--- config.mk ---
export PLATFORM = sky130hd
export DESIGN_NAME = control_multiciclo
export DESIGN_NICKNAME = d
export VERILOG_FILES = /design/src/rtl/control_multiciclo_pkg.sv /design/src/rtl/control_multiciclo_salidas.sv /design/src/rtl/control_multiciclo.sv
export SDC_FILE = /design/constraint.sdc
export NUM_CORES = 1
export LEC_CHECK = 0
export BUFFER_PORTS_ARGS = -buffer_cell sky130_fd_sc_hd__buf_2
export CAP_MARGIN = 5
export CORE_ASPECT_RATIO = 1.1
export CORE_MARGIN = 2
export CORE_UTILIZATION = 40
export CTS_BUF_LIST = sky130_fd_sc_hd__clkbuf_4 sky130_fd_sc_hd__clkbuf_8 sky130_fd_sc_hd__clkbuf_16
export CTS_CLUSTER_SIZE = 12
export DETAILED_ROUTE_END_ITERATION = 7
export PLACE_DENSITY = 0.82
export SLEW_MARGIN = 20
export SYNTH_ARGS = -nofsm -noshare
export SYNTH_HDL_FRONTEND = slang
export SYNTH_SLANG_ARGS = --single-unit
--- constraint.sdc ---
create_clock -name clk -period 1.3 [get_ports clk]
set_clock_uncertainty 0.05 [all_clocks]
set_input_delay 0.065 -clock clk [delete_from_list [all_inputs] [get_ports clk]]
set_output_delay 0.065 -clock clk [all_outputs]
set_load 0.02 [all_outputs]
--- src/rtl/control_multiciclo_pkg.sv ---
// Shared encodings for the multicycle MIPS-subset controller: opcodes, FSM states
// and the datapath mux/ALU selector codes.
package control_multiciclo_pkg;

  typedef enum logic [3:0] {
    FETCH     = 4'd0,
    DECODE    = 4'd1,
    MEM_ADDR  = 4'd2,
    MEM_READ  = 4'd3,
    MEM_WB    = 4'd4,
    MEM_WRITE = 4'd5,
    EXEC_R    = 4'd6,
    R_WB      = 4'd7,
    BRANCH    = 4'd8,
    JUMP      = 4'd9,
    EXEC_I    = 4'd10,
    I_WB      = 4'd11
  } estado_t;

  localparam logic [5:0] OP_R    = 6'b000000;
  localparam logic [5:0] OP_LW   = 6'b100011;
  localparam logic [5:0] OP_SW   = 6'b101011;
  localparam logic [5:0] OP_BEQ  = 6'b000100;
  localparam logic [5:0] OP_J    = 6'b000010;
  localparam logic [5:0] OP_ADDI = 6'b001000;

  localparam logic [1:0] PC_ALU    = 2'b00;
  localparam logic [1:0] PC_ALUOUT = 2'b01;
  localparam logic [1:0] PC_SALTO  = 2'b10;

  localparam logic [1:0] ALUB_REGB   = 2'b00;
  localparam logic [1:0] ALUB_CUATRO = 2'b01;
  localparam logic [1:0] ALUB_EXT    = 2'b10;
  localparam logic [1:0] ALUB_DESPL  = 2'b11;

  localparam logic [1:0] ALUOP_ADD   = 2'b00;
  localparam logic [1:0] ALUOP_SUB   = 2'b01;
  localparam logic [1:0] ALUOP_FUNCT = 2'b10;

  function automatic logic opcode_valido(input logic [5:0] op);
    case (op)
      OP_R, OP_LW, OP_SW, OP_BEQ, OP_J, OP_ADDI: return 1'b1;
      default:                                   return 1'b0;
    endcase
  endfunction

endpackage

--- src/rtl/control_multiciclo_salidas.sv ---
// Purely combinational decode of the controller state (plus MemListo/opcode
// qualifiers) into every datapath enable and mux select.
module control_multiciclo_salidas
  import control_multiciclo_pkg::*;
(
  input  logic [3:0] estado,
  input  logic       MemListo,
  input  logic [5:0] opcode,
  output logic       EscrPC,
  output logic       EscrPCCond,
  output logic [1:0] FuentePC,
  output logic       IoD,
  output logic       LeerMem,
  output logic       EscrMem,
  output logic       EscrIR,
  output logic       RegDest,
  output logic       MemaReg,
  output logic       EscrReg,
  output logic       FuenteALUA,
  output logic [1:0] FuenteALUB,
  output logic [1:0] ALUOp,
  output logic       Retirada,
  output logic       Excepcion
);

  // Everything defaults low; each state raises only what it needs.
  always_comb begin
    EscrPC     = 1'b0;
    EscrPCCond = 1'b0;
    FuentePC   = PC_ALU;
    IoD        = 1'b0;
    LeerMem    = 1'b0;
    EscrMem    = 1'b0;
    EscrIR     = 1'b0;
    RegDest    = 1'b0;
    MemaReg    = 1'b0;
    EscrReg    = 1'b0;
    FuenteALUA = 1'b0;
    FuenteALUB = ALUB_REGB;
    ALUOp      = ALUOP_ADD;
    Retirada   = 1'b0;
    Excepcion  = 1'b0;
    case (estado)
      FETCH: begin
        LeerMem    = 1'b1;
        FuenteALUB = ALUB_CUATRO;
        EscrIR     = MemListo;
        EscrPC     = MemListo;
      end
      DECODE: begin
        FuenteALUB = ALUB_DESPL;
        Excepcion  = !opcode_valido(opcode);
      end
      MEM_ADDR: begin
        FuenteALUA = 1'b1;
        FuenteALUB = ALUB_EXT;
      end
      MEM_READ: begin
        IoD     = 1'b1;
        LeerMem = 1'b1;
      end
      MEM_WB: begin
        MemaReg  = 1'b1;
        EscrReg  = 1'b1;
        Retirada = 1'b1;
      end
      MEM_WRITE: begin
        IoD      = 1'b1;
        EscrMem  = 1'b1;
        Retirada = MemListo;
      end
      EXEC_R: begin
        FuenteALUA = 1'b1;
        ALUOp      = ALUOP_FUNCT;
      end
      R_WB: begin
        RegDest  = 1'b1;
        EscrReg  = 1'b1;
        Retirada = 1'b1;
      end
      BRANCH: begin
        FuenteALUA = 1'b1;
        ALUOp      = ALUOP_SUB;
        EscrPCCond = 1'b1;
        FuentePC   = PC_ALUOUT;
        Retirada   = 1'b1;
      end
      JUMP: begin
        EscrPC   = 1'b1;
        FuentePC = PC_SALTO;
        Retirada = 1'b1;
      end
      EXEC_I: begin
        FuenteALUA = 1'b1;
        FuenteALUB = ALUB_EXT;
      end
      I_WB: begin
        EscrReg  = 1'b1;
        Retirada = 1'b1;
      end
      default: ;
    endcase
  end

endmodule

--- src/rtl/control_multiciclo.sv ---
// Multicycle Moore controller: sequences fetch/decode/execute/memory/writeback
// over the shared memory, ALU and register bank, stretching memory phases on MemListo.
module control_multiciclo
  import control_multiciclo_pkg::*;
(
  input  logic       clk,
  input  logic       reset,
  input  logic [5:0] opcode,
  input  logic       oZero,
  input  logic       MemListo,
  output logic       EscrPC,
  output logic       EscrPCCond,
  output logic [1:0] FuentePC,
  output logic       IoD,
  output logic       LeerMem,
  output logic       EscrMem,
  output logic       EscrIR,
  output logic       RegDest,
  output logic       MemaReg,
  output logic       EscrReg,
  output logic       FuenteALUA,
  output logic [1:0] FuenteALUB,
  output logic [1:0] ALUOp,
  output logic       Retirada,
  output logic       Excepcion,
  output logic [3:0] estado
);

  estado_t estado_q, estado_d;

  logic       d_escr_pc, d_escr_pc_cond, d_iod, d_leer_mem, d_escr_mem, d_escr_ir;
  logic       d_reg_dest, d_mema_reg, d_escr_reg, d_fuente_alua, d_retirada, d_excepcion;
  logic [1:0] d_fuente_pc, d_fuente_alub, d_alu_op;

  // The beq decision is made in the datapath (EscrPCCond & oZero), not here.
  logic unused_ozero;
  assign unused_ozero = oZero;

  always_ff @(posedge clk or negedge reset) begin
    if (!reset) estado_q <= FETCH;
    else        estado_q <= estado_d;
  end

  always_comb begin
    estado_d = estado_q;
    case (estado_q)
      FETCH:     if (MemListo) estado_d = DECODE;
      DECODE: begin
        case (opcode)
          OP_R:         estado_d = EXEC_R;
          OP_LW, OP_SW: estado_d = MEM_ADDR;
          OP_BEQ:       estado_d = BRANCH;
          OP_J:         estado_d = JUMP;
          OP_ADDI:      estado_d = EXEC_I;
          default:      estado_d = FETCH;
        endcase
      end
      MEM_ADDR: begin
        if (opcode == OP_LW)      estado_d = MEM_READ;
        else if (opcode == OP_SW) estado_d = MEM_WRITE;
        else                      estado_d = FETCH;
      end
      MEM_READ:  if (MemListo) estado_d = MEM_WB;
      MEM_WRITE: if (MemListo) estado_d = FETCH;
      EXEC_R:    estado_d = R_WB;
      EXEC_I:    estado_d = I_WB;
      MEM_WB, R_WB, BRANCH, JUMP, I_WB: estado_d = FETCH;
      default:   estado_d = FETCH;
    endcase
  end

  control_multiciclo_salidas u_salidas (
    .estado     (estado_q),
    .MemListo   (MemListo),
    .opcode     (opcode),
    .EscrPC     (d_escr_pc),
    .EscrPCCond (d_escr_pc_cond),
    .FuentePC   (d_fuente_pc),
    .IoD        (d_iod),
    .LeerMem    (d_leer_mem),
    .EscrMem    (d_escr_mem),
    .EscrIR     (d_escr_ir),
    .RegDest    (d_reg_dest),
    .MemaReg    (d_mema_reg),
    .EscrReg    (d_escr_reg),
    .FuenteALUA (d_fuente_alua),
    .FuenteALUB (d_fuente_alub),
    .ALUOp      (d_alu_op),
    .Retirada   (d_retirada),
    .Excepcion  (d_excepcion)
  );

  // Reset gates the decode directly so no strobe survives past the reset edge.
  always_comb begin
    EscrPC     = 1'b0;
    EscrPCCond = 1'b0;
    FuentePC   = 2'b00;
    IoD        = 1'b0;
    LeerMem    = 1'b0;
    EscrMem    = 1'b0;
    EscrIR     = 1'b0;
    RegDest    = 1'b0;
    MemaReg    = 1'b0;
    EscrReg    = 1'b0;
    FuenteALUA = 1'b0;
    FuenteALUB = 2'b00;
    ALUOp      = 2'b00;
    Retirada   = 1'b0;
    Excepcion  = 1'b0;
    estado     = 4'd0;
    if (reset) begin
      EscrPC     = d_escr_pc;
      EscrPCCond = d_escr_pc_cond;
      FuentePC   = d_fuente_pc;
      IoD        = d_iod;
      LeerMem    = d_leer_mem;
      EscrMem    = d_escr_mem;
      EscrIR     = d_escr_ir;
      RegDest    = d_reg_dest;
      MemaReg    = d_mema_reg;
      EscrReg    = d_escr_reg;
      FuenteALUA = d_fuente_alua;
      FuenteALUB = d_fuente_alub;
      ALUOp      = d_alu_op;
      Retirada   = d_retirada;
      Excepcion  = d_excepcion;
      estado     = estado_q;
    end
  end

endmodule

==> results of run 1 <==
==> kinds of logic after synthesis <==
group | after synthesis
and+or+nand+nor | 58
AOI/OAI and AO/OA | 15
buffers and inverters | 11
DFF | 4
xor gates and xnor gates | 3
muxes | 1
==> metrics by stage <==
step / hold WS [ns] / TNS [ns] / instance area (µm²)
floorplan: -0.281 / -1.07 / 772
global placement: 0.00226 / -1.90 / 1010
detailed placement: 0.00928 / -2.45 / 1010
CTS: 0.143 / -4.76 / 1400
==> repair_timing <==
action,in CTS
endpoints found under the hold margin,4
buffers inserted,14
gates resized for setup,64
hold buffers,1
endpoints found under the setup margin,24
pin swaps,15
==> load_flow_metrics.sql, run 1 <==
INSERT INTO impl_metrics (metric_group, metric, value, unit) VALUES
('yosys', 'ys_ff_latch', '4', ''),
('yosys', 'number_of_distinct_library_cell_variants_in_the_gate_level_netlist_after_synthesis', '38', ''),
('yosys', 'yosys_warnings', '0', ''),
('floorplanning', 'chipHeight', '46.2', 'µm'),
('yosys', 'synth.mux.area_fraction', '0.0347', ''),
('yosys', 'dominant_combinational_cell_family_by_area_after_synthesis', 'simple AND/OR/NAND/NOR gates', ''),
('cts', 'cts_buffers', '3', ''),
('placed_design', 'post-dp-hpwl', '1620', 'µm'),
('yosys', 'synthDominantCellAreaShare', '0.154', ''),
('yosys', 'synth.avg_cell_area', '7.04', 'µm²'),
('outcome', 'outcome', 'aborted with a tool error', ''),
('yosys', 'synth_ff_type', 'sky130_fd_sc_hd__dfrtp_1', ''),
('yosys', 'yosys.area_share.simple', '0.506', ''),
('yosys', 'yosys.area_share.xor_xnor', '0.0405', ''),
('yosys', 'synth_top_cells_by_area', 'sky130_fd_sc_hd__dfrtp_1 (15%), sky130_fd_sc_hd__nor2_1 (10%), sky130_fd_sc_hd__nor3_1 (6.2%), sky130_fd_sc_hd__nand2b_1 (4.8%), sky130_fd_sc_hd__nand3b_1 (4.6%)', ''),
('placed_design', 'port_buffers', '30', ''),
('yosys', 'compound_cell_area_share_of_the_yosys_netlist', '0.168', ''),
('yosys', 'synthCells', '92', ''),
('yosys', 'post_synth_design_cell_area', '648', 'µm²'),
('placed_design', 'placedCellCount', '149', ''),
('sta', 'timing.worst_endpoint.kind', 'top-level output', ''),
('yosys', 'synth_area_leader_cell', 'sky130_fd_sc_hd__dfrtp_1', ''),
('yosys', 'synth.net_count', '102', ''),
('yosys', 'count_of_flip_flops_with_a_built_in_enable_after_synthesis', '0', ''),
('placed_design', 'gp_congestion', '0.920', ''),
('cts', 'clock_h_tree_levels', '1', ''),
('outcome', 'flow.first_error', '[ERROR DPL-0038] Utilization greater than 100%, impossible to legalize', ''),
('yosys', 'synth_most_common_cell', 'sky130_fd_sc_hd__nor2_1', ''),
('floorplanning', 'rows', '15', ''),
('floorplanning', 'start_util', '0.421', ''),
('cts', 'clk_path_buf_depth', '2', ''),
('global_routing', 'maximum_number_of_pins_on_one_net_before_global_route_repair', '9', ''),
('yosys', 'synth_adder_area_share', '0', ''),
('floorplanning', 'boundaryPins', '32', ''),
('floorplanning', 'floorplan.die.width', '42.4', 'µm'),
('outcome', 'stop_stage', 'global routing', ''),
('yosys', 'post_synth_most_frequent_cells', 'sky130_fd_sc_hd__nor2_1 (18), sky130_fd_sc_hd__nor3_1 (8), sky130_fd_sc_hd__buf_2 (5), sky130_fd_sc_hd__nand2_1 (5), sky130_fd_sc_hd__nand2b_1 (5)', ''),
('sta', 'postGrtWorstEndpoint', 'EscrPC', ''),
('yosys', 'synth_async_sr_flop_share', '1.00', ''),
('placed_design', 'pre_cts_slack', '-0.216', 'ns'),
('yosys', 'synth.yosys.seq_area_share', '0.154', ''),
('cts', 'cts.sink_count', '4', ''),
('cts', 'cts_root_buf', 'sky130_fd_sc_hd__clkbuf_4', '');
==> run 2, diff against run 1 <==
Settings changed: CORE_AREA set to 2 2 63 65, CORE_ASPECT_RATIO 1.1 to not set, CORE_MARGIN 2 to not set, CORE_UTILIZATION 40 to not set, CTS_BUF_LIST sky130_fd_sc_hd__clkbuf_4 sky130_fd_sc_hd__clkbuf_8 sky130_fd_sc_hd__clkbuf_16 to not set, CTS_CLUSTER_SIZE 12 to not set, DIE_AREA set to 0 0 65 67, PLACE_DENSITY 0.82 to not set, PLACE_DENSITY_LB_ADDON set to 0.15.
Clock period 1.3 ns to 1.7 ns, I/O delays scaled along.
==> load_flow_metrics.sql, run 2 <==
INSERT INTO impl_metrics (metric_group, metric, value, unit) VALUES
('outcome', 'outcome', 'finished, final reports clean', ''),
('power_and_ir_drop', 'ir_worst_vdd', '0.159', 'mV'),
('yosys', 'yosys_warnings', '0', ''),
('setup_path', 'rr_endpoint', 'estado_q[0]', ''),
('setup_path', 'path_max_fanout', '7', ''),
('sta', 'grt_setup_unrepaired', 'yes', ''),
('sta', 'whs', '0.178', 'ns'),
('setup_path', 'setup.worst_path.end', 'estado_q[0]', ''),
('flow_run', 'drv.max_cap_violation_count', '0', ''),
('placed_design', 'dpl-instance-area', '895', 'µm²'),
('sta', 'worst_case_headroom_to_the_max_slew_limit', '0.718', ''),
('route', 'drt-total-wl', '2230', 'µm'),
('sta', 'setup_violation_total_in_the_final_timing_report', '0', ''),
('global_routing', 'gr-usage-all-layers', '0.108', ''),
('placed_design', 'gp_congestion', '0.768', ''),
('setup_path', 'launching_element_type_of_the_critical_path', 'register', ''),
('yosys', 'synth.net_count', '102', ''),
('route', 'drt_pre_antenna_iters', '4', ''),
('setup_path', 'cp_data_required_time', '1.74', 'ns'),
('setup_path', 'critical_path_class', 'reg -> reg', ''),
('yosys', 'ys_ff_latch', '4', ''),
('cells_and_area', 'final_cell_area', '1050', 'µm²'),
('global_routing', 'grt_overflow_total', '0', ''),
('global_routing', 'maximum_number_of_pins_on_one_net_before_global_route_repair', '13', ''),
('yosys', 'synth_most_common_cell', 'sky130_fd_sc_hd__nor2_1', ''),
('sta', 'hold_viol', '0', ''),
('hold_path', 'worst_hold_path.num_cells', '3', ''),
('route', 'num_vias', '808', ''),
('cells_and_area', 'area.growth.synth_to_final', '61.8', '%'),
('cells_and_area', 'layout_common_cells', 'sky130_fd_sc_hd__buf_2 (29), sky130_fd_sc_hd__nor2_1 (17), sky130_fd_sc_hd__buf_4 (16), sky130_fd_sc_hd__nor3_1 (7)', ''),
('floorplanning', 'design.die.area', '4360', 'µm²'),
('sta', 'layout_min_cycle_time', '1.62', 'ns'),
('global_routing', 'via_count_of_the_first_global_routing_pass', '783', ''),
('setup_path', 'cp_arrival', '1.65', 'ns'),
('cells_and_area', 'fin_util', '0.291', ''),
('setup_path', 'reg2reg_slack', '0.08', 'ns'),
('cts', 'cts_buffers', '3', ''),
('yosys', 'count_of_flip_flops_with_a_built_in_enable_after_synthesis', '0', ''),
('yosys', 'synth.avg_cell_area', '7.04', 'µm²'),
('cts', 'worstSkewPairLatency', '0.22', 'ns'),
('route', 'vias_per_cell', '4.46', ''),
('cts', 'cts_root_buf', 'sky130_fd_sc_hd__clkbuf_8', ''),
('sta', 'drv_slew', '0', ''),
('floorplanning', 'floorplan.core_area', '3610', 'µm²'),
('sta', 'slew_worst_pin', '0.419', 'ns'),
('yosys', 'post_synth_most_frequent_cells', 'sky130_fd_sc_hd__nor2_1 (18), sky130_fd_sc_hd__nor3_1 (8), sky130_fd_sc_hd__buf_2 (5), sky130_fd_sc_hd__nand2_1 (5), sky130_fd_sc_hd__nand2b_1 (5)', ''),
('route', 'route.antenna.remaining_nets', '0', ''),
('cts', 'cts_tree', 'built', ''),
('cells_and_area', 'filler_cells', '415', ''),
('route', 'drtIter0Drc', '15', ''),
('cells_and_area', 'final_common_cell', 'sky130_fd_sc_hd__buf_2', ''),
('cells_and_area', 'layout-drive-gt1-share', '0.489', ''),
('sta', 'layout_worst_path_cycle_share', '0.950', ''),
('yosys', 'synth_async_sr_flop_share', '1.00', ''),
('yosys', 'synthCells', '92', ''),
('cells_and_area', 'reg_top3', 'estado_q (4)', ''),
('floorplanning', 'floorplan.die.width', '65', 'µm'),
('setup_path', 'r2r_start', 'estado_q[2]', ''),
('setup_path', 'worstRegToRegCells', '6', ''),
('global_routing', 'antenna_found_initial', '0', ''),
('route', 'drt_drc_violations_left', '0', ''),
('hold_path', 'hold_path.class', 'in -> reg', ''),
('cts', 'clk_path_buf_depth', '2', ''),
('cts', 'clk_pin_slew_worst_paths', '0.03', 'ns'),
('yosys', 'number_of_distinct_library_cell_variants_in_the_gate_level_netlist_after_synthesis', '38', ''),
('floorplanning', 'boundaryPins', '32', ''),
('placed_design', 'port_buffers', '30', ''),
('floorplanning', 'start_util', '0.180', ''),
('cells_and_area', 'largest_register_ffs', '4', ''),
('floorplanning', 'chipHeight', '67', 'µm'),
('sta', 'clock.fmax', '619', 'MHz'),
('power_and_ir_drop', 'cellLeakagePower', '0.484', 'nW'),
('placed_design', 'post-dp-hpwl', '1680', 'µm'),
('cells_and_area', 'registers.top_by_ff_count', 'estado_q', ''),
('yosys', 'synth_top_cells_by_area', 'sky130_fd_sc_hd__dfrtp_1 (15%), sky130_fd_sc_hd__nor2_1 (10%), sky130_fd_sc_hd__nor3_1 (6.2%), sky130_fd_sc_hd__nand2b_1 (4.8%), sky130_fd_sc_hd__nand3b_1 (4.6%)', ''),
('route', 'avgRoutedWirePerCell', '12.3', 'µm'),
('global_routing', 'global_route_wire_length_before_repair', '3640', 'µm'),
('cts', 'clock_h_tree_levels', '1', ''),
('yosys', 'synth.yosys.seq_area_share', '0.154', ''),
('yosys', 'synthDominantCellAreaShare', '0.154', ''),
('yosys', 'post_synth_design_cell_area', '648', 'µm²'),
('power_and_ir_drop', 'pwr_density_cell', '455', 'nW/µm²'),
('yosys', 'synth_ff_type', 'sky130_fd_sc_hd__dfrtp_1', ''),
('cells_and_area', 'final_net_count', '145', ''),
('cells_and_area', 'antenna-diode-count', '0', ''),
('placed_design', 'pre_cts_slack', '0.129', 'ns'),
('setup_path', 'element_type_at_the_critical_path_end', 'register', ''),
('power_and_ir_drop', 'finalPower', '0.477', 'mW'),
('setup_path', 'timing.critical_path.from', 'estado_q[2]', ''),
('sta', 'post_route_worst_setup_slack', '0.0844', 'ns'),
('cts', 'cts.sink_count', '4', ''),
('floorplanning', 'rows', '22', ''),
('yosys', 'synth_area_leader_cell', 'sky130_fd_sc_hd__dfrtp_1', '');
==> run 2: cell counts after synthesis <==
No cell type changed its count.
==> run 2: cells by family after synthesis <==
| logic type | share of synthesized area |
|---|---|
| simple gates | 0.506 |
| compound gates | 0.168 |
| buf+inv | 0.0965 |
| flops | 0.154 |
| xor+xnor | 0.0405 |
| mux | 0.0347 |
==> run 2: what timing repair did <==
item	in CTS	in global routing
pin swaps	2	3
endpoints found under the setup margin	3	7
gates resized for setup	6	9
hold endpoints to repair	4	0
buffers inserted	1	5
hold buffers	1	0
==> run 2: final cells by class <==
class | instances | area, µm² | share of cell area
clock buffers | 3 | 41.3 | 0.0394
inverters | 1 | 3.75 | 0.00358
multi-input cells | 77 | 542 | 0.517
flip-flops and latches | 4 | 104 | 0.0990
well taps | 48 | 60.1 | 0.0573
repair buffers | 48 | 298 | 0.284
==> run 2: metal layers <==
metal  global-route usage  wire (µm)  vias to the layer above
li1                     -          -                      412
met1                0.124        974                      376
met2                0.193       1150                       18
met3               0.0152         86                        2
met4               0.0559         19                        0
met5                    0          0                        -
==> run 2: through the flow <==
stage,cells,TNS [ns]
6_report,181,0
5_1_grt,181,-0.0116
4_1_cts,176,0
3_5_place_dp,171,0
3_3_place_gp,171,0
2_1_floorplan,92,-0.0694
==> run 2: worst max-delay path, cell delays in order, from the launching register on <==
cell	delay (ns)
sky130_fd_sc_hd__dfrtp_1	0.38
sky130_fd_sc_hd__buf_6	0.14
sky130_fd_sc_hd__buf_4	0.16
sky130_fd_sc_hd__nor2b_1	0.14
sky130_fd_sc_hd__mux4_2	0.45
sky130_fd_sc_hd__nand2b_1	0.09
sky130_fd_sc_hd__nand3_1	0.07
==> run 2: where the power goes <==
part	total [mW]	leakage [nW]	switching, mW	internal [mW]
Sequential	0.112	0.0497	0.0119	0.100
Combinational	0.167	0.412	0.0920	0.0749
Clock	0.198	0.0216	0.0474	0.151
Total	0.477	0.484	0.151	0.326
==> run 2: worst min-delay path by stage <==
stage | end | start | slack (ns)
CTS | estado_q[0] | opcode[1] | 0.17
global route | estado_q[0] | opcode[1] | 0.20
global placement | estado_q[3] | reset | -0.10
finish | estado_q[0] | opcode[1] | 0.18
floorplan | estado_q[0] | reset | -0.26
detailed placement | estado_q[3] | reset | -0.1
Power figures use the tool's default switching activity.
==> run 3, diff against run 2 <==
Settings changed: GPL_TIMING_DRIVEN set to 0, SLEW_MARGIN 20 to 10.
==> load_flow_metrics.sql, run 3 (synthesis results as in run 2) <==
INSERT INTO impl_metrics (metric_group, metric, value, unit) VALUES
('outcome', 'outcome', 'finished, final reports clean', ''),
('route', 'top_layer', 'met3', ''),
('global_routing', 'antenna_found_initial', '0', ''),
('cts', 'cts_tree', 'built', ''),
('sta', 'post_route_worst_setup_slack', '0.0415', 'ns'),
('cells_and_area', 'reg_top3', 'estado_q (4)', ''),
('cts', 'cts_buffers', '3', ''),
('cells_and_area', 'final_cell_area', '1040', 'µm²'),
('power_and_ir_drop', 'total_switching_power', '0.151', 'mW'),
('sta', 'clock.fmax', '603', 'MHz'),
('cells_and_area', 'filler_cells', '414', ''),
('setup_path', 'launching_element_type_of_the_critical_path', 'register', ''),
('setup_path', 'cp_data_required_time', '1.56', 'ns'),
('sta', 'layout_min_cycle_time', '1.66', 'ns'),
('sta', 'totalNegativeSetupSlack', '0', 'ns'),
('global_routing', 'global_route_wire_length_before_repair', '3680', 'µm'),
('global_routing', 'maximum_number_of_pins_on_one_net_before_global_route_repair', '11', ''),
('floorplanning', 'rows', '22', ''),
('global_routing', 'gr-usage-all-layers', '0.108', ''),
('cts', 'cts_root_buf', 'sky130_fd_sc_hd__clkbuf_8', ''),
('setup_path', 'cp_arrival', '1.52', 'ns'),
('sta', 'worst_case_headroom_to_the_max_slew_limit', '0.766', ''),
('cells_and_area', 'layout_common_cells', 'sky130_fd_sc_hd__buf_2 (30), sky130_fd_sc_hd__nor2_1 (17), sky130_fd_sc_hd__buf_4 (9), sky130_fd_sc_hd__nor3_1 (7)', ''),
('power_and_ir_drop', 'internal-power', '0.320', 'mW'),
('power_and_ir_drop', 'power_switching_share', '0.321', ''),
('route', 'drt_pre_antenna_iters', '4', ''),
('power_and_ir_drop', 'p_comb_frac', '0.354', ''),
('placed_design', 'pre_cts_slack', '0.00426', 'ns'),
('power_and_ir_drop', 'power.clock.fraction', '0.416', ''),
('floorplanning', 'start_util', '0.180', ''),
('setup_path', 'path_max_fanout', '10', ''),
('route', 'drtIter0Drc', '25', ''),
('cells_and_area', 'final_cells', '179', ''),
('route', 'vias_per_cell', '4.45', ''),
('cells_and_area', 'final_common_cell', 'sky130_fd_sc_hd__buf_2', ''),
('placed_design', 'dpl-instance-area', '871', 'µm²'),
('cells_and_area', 'antenna-diode-count', '0', ''),
('hold_path', 'hold_path.class', 'in -> reg', ''),
('floorplanning', 'floorplan.core_area', '3610', 'µm²'),
('setup_path', 'element_type_at_the_critical_path_end', 'primary output', ''),
('floorplanning', 'design.die.area', '4360', 'µm²'),
('route', 'drt_drc_violations_left', '0', ''),
('placed_design', 'port_buffers', '30', ''),
('placed_design', 'placedCellCount', '170', ''),
('cts', 'clk_path_buf_depth', '2', ''),
('power_and_ir_drop', 'finalPower', '0.471', 'mW'),
('route', 'route.met2.wl', '1140', 'µm'),
('setup_path', 'critical_path_class', 'reg -> out', ''),
('route', 'route.antenna.remaining_nets', '0', ''),
('placed_design', 'post-dp-hpwl', '1620', 'µm'),
('route', 'num_vias', '797', ''),
('floorplanning', 'boundaryPins', '32', ''),
('sta', 'grt_setup_unrepaired', 'yes', ''),
('sta', 'hold_viol', '0', ''),
('route', 'routed_length_on_met1', '1000', 'µm'),
('floorplanning', 'floorplan.die.width', '65', 'µm'),
('global_routing', 'via_count_of_the_first_global_routing_pass', '776', ''),
('cts', 'cts.sink_count', '4', ''),
('sta', 'slew_worst_pin', '0.348', 'ns'),
('flow_run', 'drv.max_cap_violation_count', '0', ''),
('power_and_ir_drop', 'share_of_power_burned_in_registers', '0.230', ''),
('cells_and_area', 'final_net_count', '143', ''),
('sta', 'drv_slew', '0', ''),
('cts', 'worstSkewPairLatency', '0.21', 'ns'),
('floorplanning', 'chipHeight', '67', 'µm'),
('sta', 'layout_worst_path_cycle_share', '0.976', ''),
('cts', 'clk_pin_slew_worst_paths', '0.03', 'ns'),
('setup_path', 'reg2reg_slack', '0.10', 'ns'),
('cells_and_area', 'registers.top_by_ff_count', 'estado_q', ''),
('power_and_ir_drop', 'ir_worst_vdd', '0.132', 'mV'),
('placed_design', 'gp_congestion', '0.773', ''),
('route', 'routed-wl-met3', '107', 'µm'),
('sta', 'setup_violation_total_in_the_final_timing_report', '0', ''),
('cts', 'clock_h_tree_levels', '1', ''),
('cells_and_area', 'area.growth.synth_to_final', '60.6', '%'),
('cells_and_area', 'largest_register_ffs', '4', ''),
('global_routing', 'grt_overflow_total', '0', ''),
('cells_and_area', 'layout-drive-gt1-share', '0.466', ''),
('route', 'avgRoutedWirePerCell', '12.6', 'µm'),
('route', 'drt-total-wl', '2250', 'µm'),
('power_and_ir_drop', 'cellLeakagePower', '0.480', 'nW'),
('power_and_ir_drop', 'pwr_density_cell', '453', 'nW/µm²');
run 3: cell types whose count changed in the layout (fill, tap and decap cells not counted), moves of 2 or more:
cell                       before  now
sky130_fd_sc_hd__dfrtp_1        1    3
sky130_fd_sc_hd__buf_4         16    9
sky130_fd_sc_hd__dfrtp_2        3    1
sky130_fd_sc_hd__clkbuf_4       0    2
run 3: power by group through the flow:
stage                     registers (mW)  logic [mW]  clock network (mW)
after floorplan                    0.101      0.0971                   0
after global placement             0.101       0.152                   0
after detailed placement           0.101       0.153                   0
after CTS                          0.108       0.162               0.200
after global routing               0.110       0.181               0.212
final                              0.108       0.167               0.196
run 3: final timing paths:
| kind | start | endpoint | cells after the start |
|---|---|---|---|
| max | estado_q[1] | EscrReg | 6 |
| min | opcode[1] | estado_q[0] | 3 |
| max reg2reg | estado_q[2] | estado_q[2] | 5 |
| min reg2reg | estado_q[3] | estado_q[2] | 3 |
| max in group asynchronous | reset | estado_q[0] | 2 |
| min in group asynchronous | reset | estado_q[1] | 2 |
run 3: metrics by stage:
stage          hold WS [ns]  utilization
2_1_floorplan        -0.261            -
3_3_place_gp         -0.102        0.241
3_5_place_dp         -0.102        0.241
4_1_cts               0.171        0.273
5_1_grt               0.222        0.289
6_report              0.172        0.289
run 3: cell type report:
cell class	count	area [µm²]	share of cell area
Sequential cell	4	101	0.0974
Multi-Input combinational cell	77	543	0.522
Clock buffer	3	41.3	0.0397
Timing Repair Buffer	38	215	0.207
Inverter	1	3.75	0.00361
Buffer	8	76.3	0.0733
Tap cell	48	60.1	0.0577
run 3: what timing repair did:
item	CTS	global route
pin swaps	3	1
gates resized for setup	15	8
setup buffers	1	6
hold buffers	1	0
hold endpoints to repair	4	0
endpoints found under the setup margin	9	6
run 3: layer usage:
layer | global-route usage | vias to the layer above
met2 | 0.186 | 25
met3 | 0.0135 | 0
li1 | - | 406
met5 | 0 | -
met1 | 0.137 | 366
met4 | 0.0399 | 0
run 3: critical path, cell delays in order, from the launching register on:
cell                       delay, ns
sky130_fd_sc_hd__dfrtp_1        0.37
sky130_fd_sc_hd__buf_6          0.13
sky130_fd_sc_hd__clkbuf_4       0.19
sky130_fd_sc_hd__nor4b_2        0.29
sky130_fd_sc_hd__nor2_1         0.08
sky130_fd_sc_hd__nor2_1         0.08
sky130_fd_sc_hd__buf_2          0.17
==> run 4, diff against run 3 <==
Settings changed: ABC_AREA set to 1.
==> load_flow_metrics.sql, run 4 <==
INSERT INTO impl_metrics (metric_group, metric, value, unit) VALUES
('sta', 'drv_slew', '0', ''),
('floorplanning', 'start_util', '0.177', ''),
('yosys', 'synthDominantCellAreaShare', '0.194', ''),
('setup_path', 'cpPeakStageDelay', '0.36', 'ns'),
('yosys', 'count_of_flip_flops_with_a_built_in_enable_after_synthesis', '0', ''),
('sta', 'whs', '0.181', 'ns'),
('route', 'vias_per_cell', '4.01', ''),
('sta', 'clock.fmax', '624', 'MHz'),
('power_and_ir_drop', 'ir_worst_vdd', '0.195', 'mV'),
('cts', 'cts_post_setup_buffers_inserted', '0', ''),
('power_and_ir_drop', 'finalPower', '0.781', 'mW'),
('sta', 'totalNegativeSetupSlack', '0', 'ns'),
('sta', 'grt_setup_unrepaired', 'no', ''),
('global_routing', 'maximum_number_of_pins_on_one_net_before_global_route_repair', '11', ''),
('route', 'drtIter0Drc', '23', ''),
('cells_and_area', 'layout_common_cells', 'sky130_fd_sc_hd__nand2_1 (33), sky130_fd_sc_hd__buf_2 (29), sky130_fd_sc_hd__inv_1 (20), sky130_fd_sc_hd__nor2_1 (19), sky130_fd_sc_hd__nand3_1 (7)', ''),
('setup_path', 'critical_path_class', 'reg -> out', ''),
('yosys', 'ys_ff_latch', '4', ''),
('global_routing', 'global_route_wire_length_before_repair', '3090', 'µm'),
('yosys', 'synth_ff_type', 'sky130_fd_sc_hd__dfrtp_1', ''),
('floorplanning', 'boundaryPins', '32', ''),
('yosys', 'post_synth_design_cell_area', '637', 'µm²'),
('setup_path', 'r2r_start', 'estado_q[2]', ''),
('global_routing', 'grt_overflow_total', '0', ''),
('yosys', 'synth.net_count', '125', ''),
('placed_design', 'post-dp-hpwl', '1540', 'µm'),
('setup_path', 'cp_data_required_time', '1.56', 'ns'),
('route', 'route.antenna.remaining_nets', '0', ''),
('setup_path', 'cp_cell_sequence', 'buf_6 > nor2_4 > inv_2 > nor3_4 > nand2_2 > nor3_2 > buf_2', ''),
('cts', 'cts_tree', 'built', ''),
('sta', 'slew_worst_pin', '0.292', 'ns'),
('yosys', 'synth.yosys.seq_area_share', '0.157', ''),
('cts', 'worstSkewPairLatency', '0.21', 'ns'),
('yosys', 'synth_top_cells_by_area', 'sky130_fd_sc_hd__nand2_1 (19%), sky130_fd_sc_hd__dfrtp_1 (16%), sky130_fd_sc_hd__inv_1 (12%), sky130_fd_sc_hd__nor2_1 (12%), sky130_fd_sc_hd__nand3_1 (5.5%)', ''),
('global_routing', 'gr-usage-all-layers', '0.0887', ''),
('route', 'num_vias', '789', ''),
('cells_and_area', 'final_cell_area', '905', 'µm²'),
('sta', 'layout_worst_path_cycle_share', '0.942', ''),
('yosys', 'synthCells', '115', ''),
('cells_and_area', 'reg_top3', 'estado_q (4)', ''),
('yosys', 'number_of_distinct_library_cell_variants_in_the_gate_level_netlist_after_synthesis', '24', ''),
('global_routing', 'antenna_found_initial', '0', ''),
('cts', 'cts_buffers', '3', ''),
('floorplanning', 'floorplan.core_area', '3610', 'µm²'),
('placed_design', 'gp_congestion', '0.726', ''),
('yosys', 'synth.avg_cell_area', '5.54', 'µm²'),
('floorplanning', 'design.die.area', '4360', 'µm²'),
('placed_design', 'port_buffers', '30', ''),
('yosys', 'yosys_warnings', '0', ''),
('setup_path', 'path_max_fanout', '8', ''),
('floorplanning', 'chipHeight', '67', 'µm'),
('hold_path', 'hold_path.class', 'in -> reg', ''),
('cts', 'cts_root_buf', 'sky130_fd_sc_hd__clkbuf_8', ''),
('global_routing', 'via_count_of_the_first_global_routing_pass', '732', ''),
('hold_path', 'holdCritStartpoint', 'MemListo', ''),
('setup_path', 'element_type_at_the_critical_path_end', 'primary output', ''),
('cts', 'cts.sink_count', '4', ''),
('setup_path', 'cp_arrival', '1.47', 'ns'),
('route', 'drt-total-wl', '1770', 'µm'),
('cells_and_area', 'area.growth.synth_to_final', '42.0', '%'),
('outcome', 'outcome', 'finished, final reports clean', ''),
('floorplanning', 'floorplan.die.width', '65', 'µm'),
('cells_and_area', 'final_net_count', '161', ''),
('yosys', 'synth_area_leader_cell', 'sky130_fd_sc_hd__nand2_1', ''),
('placed_design', 'dpl-instance-area', '847', 'µm²'),
('yosys', 'synth_most_common_cell', 'sky130_fd_sc_hd__nand2_1', ''),
('cells_and_area', 'fin_util', '0.251', ''),
('cts', 'clk_pin_slew_worst_paths', '0.03', 'ns'),
('sta', 'layout_min_cycle_time', '1.60', 'ns'),
('route', 'drt_drc_violations_left', '0', ''),
('placed_design', 'placedCellCount', '193', ''),
('cts', 'clock_h_tree_levels', '1', ''),
('cells_and_area', 'largest_register_ffs', '4', ''),
('flow_run', 'drv.max_cap_violation_count', '0', ''),
('cells_and_area', 'layout-drive-gt1-share', '0.349', ''),
('placed_design', 'pre_cts_slack', '0.305', 'ns'),
('setup_path', 'crit_slowest_cell', 'sky130_fd_sc_hd__dfrtp_1', ''),
('power_and_ir_drop', 'pwr_density_cell', '863', 'nW/µm²'),
('sta', 'post_route_worst_setup_slack', '0.0982', 'ns'),
('yosys', 'synth_async_sr_flop_share', '1.00', ''),
('setup_path', 'launching_element_type_of_the_critical_path', 'register', ''),
('cts', 'clk_path_buf_depth', '2', ''),
('route', 'avgRoutedWirePerCell', '8.98', 'µm'),
('cells_and_area', 'registers.top_by_ff_count', 'estado_q', ''),
('sta', 'worst_case_headroom_to_the_max_slew_limit', '0.805', ''),
('sta', 'hold_viol', '0', ''),
('cells_and_area', 'final_cells', '197', ''),
('yosys', 'post_synth_most_frequent_cells', 'sky130_fd_sc_hd__nand2_1 (33), sky130_fd_sc_hd__inv_1 (20), sky130_fd_sc_hd__nor2_1 (20), sky130_fd_sc_hd__nand3_1 (7)', ''),
('cells_and_area', 'final_common_cell', 'sky130_fd_sc_hd__nand2_1', ''),
('sta', 'setup_violation_total_in_the_final_timing_report', '0', ''),
('route', 'drt_pre_antenna_iters', '4', ''),
('setup_path', 'timing.critical_path.from', 'estado_q[2]', ''),
('floorplanning', 'rows', '22', ''),
('cells_and_area', 'antenna-diode-count', '0', ''),
('power_and_ir_drop', 'cellLeakagePower', '0.560', 'nW');
run 4: cell count changes in the layout (fill, tap and decap cells not counted), sizes merged, moves of 3 or more:
cell and delta:
nor2 +7, nor3 -5, nand3 +6, nor2b -4
nand2b -5, nand4 +3, inv +22, and2 -4
buf -9, nand2 +30, nand3b -3
run 4: per-layer routing:
| metal | vias to the layer above | routed length, µm | track usage |
|---|---|---|---|
| met3 | 0 | 117 | 0.0118 |
| met5 | - | 0 | 0 |
| li1 | 422 | - | - |
| met4 | 0 | 0 | 0.0239 |
| met1 | 342 | 872 | 0.116 |
| met2 | 25 | 780 | 0.152 |
run 4: logic make-up after synthesis:
group	count (synthesis)	share of synthesized area
compound gates	9	0.0943
xor+xnor	1	0.0138
buf+inv	27	0.200
flops	4	0.157
simple gates	74	0.534
run 4: final cells by class:
| cell class | instances | area [µm²] |
|---|---|---|
| timing repair buffer | 31 | 163 |
| fill | 423 | 2700 |
| multi-input combinational | 84 | 412 |
| sequential | 4 | 101 |
| inverter | 23 | 86.3 |
| tap | 48 | 60.1 |
| clock buffer | 3 | 41.3 |
| buffer | 4 | 41.3 |
run 4: path summary, 6_finish.rpt:
check                      cells after the start          end  slack (ns)
max in group asynchronous                      2  estado_q[3]        1.14
hold reg to reg                                4  estado_q[3]        0.62
setup reg to reg                               7  estado_q[2]        0.38
min in group asynchronous                      2  estado_q[0]        0.28
hold / removal                                 4  estado_q[2]        0.18
setup / recovery                               7    Excepcion         0.1
run 4: what timing repair did:
item / 4_1_cts / 5_1_grt
hold buffers: 1 / 0
endpoints found under the setup margin: 0 / 4
hold endpoints to repair: 4 / 0
gates resized for setup: 0 / 3
run 4: critical path: cells and delay by family (launching register included):
kind / cells / cell delay [ns]
buffers and inverters: 3 / 0.39
DFF: 1 / 0.36
and+or+nand+nor: 4 / 0.49
run 4: power breakdown:
group	internal (mW)	switching, mW	total, mW
Sequential	0.113	0.0133	0.127
Clock	0.150	0.0431	0.194
Combinational	0.157	0.304	0.461
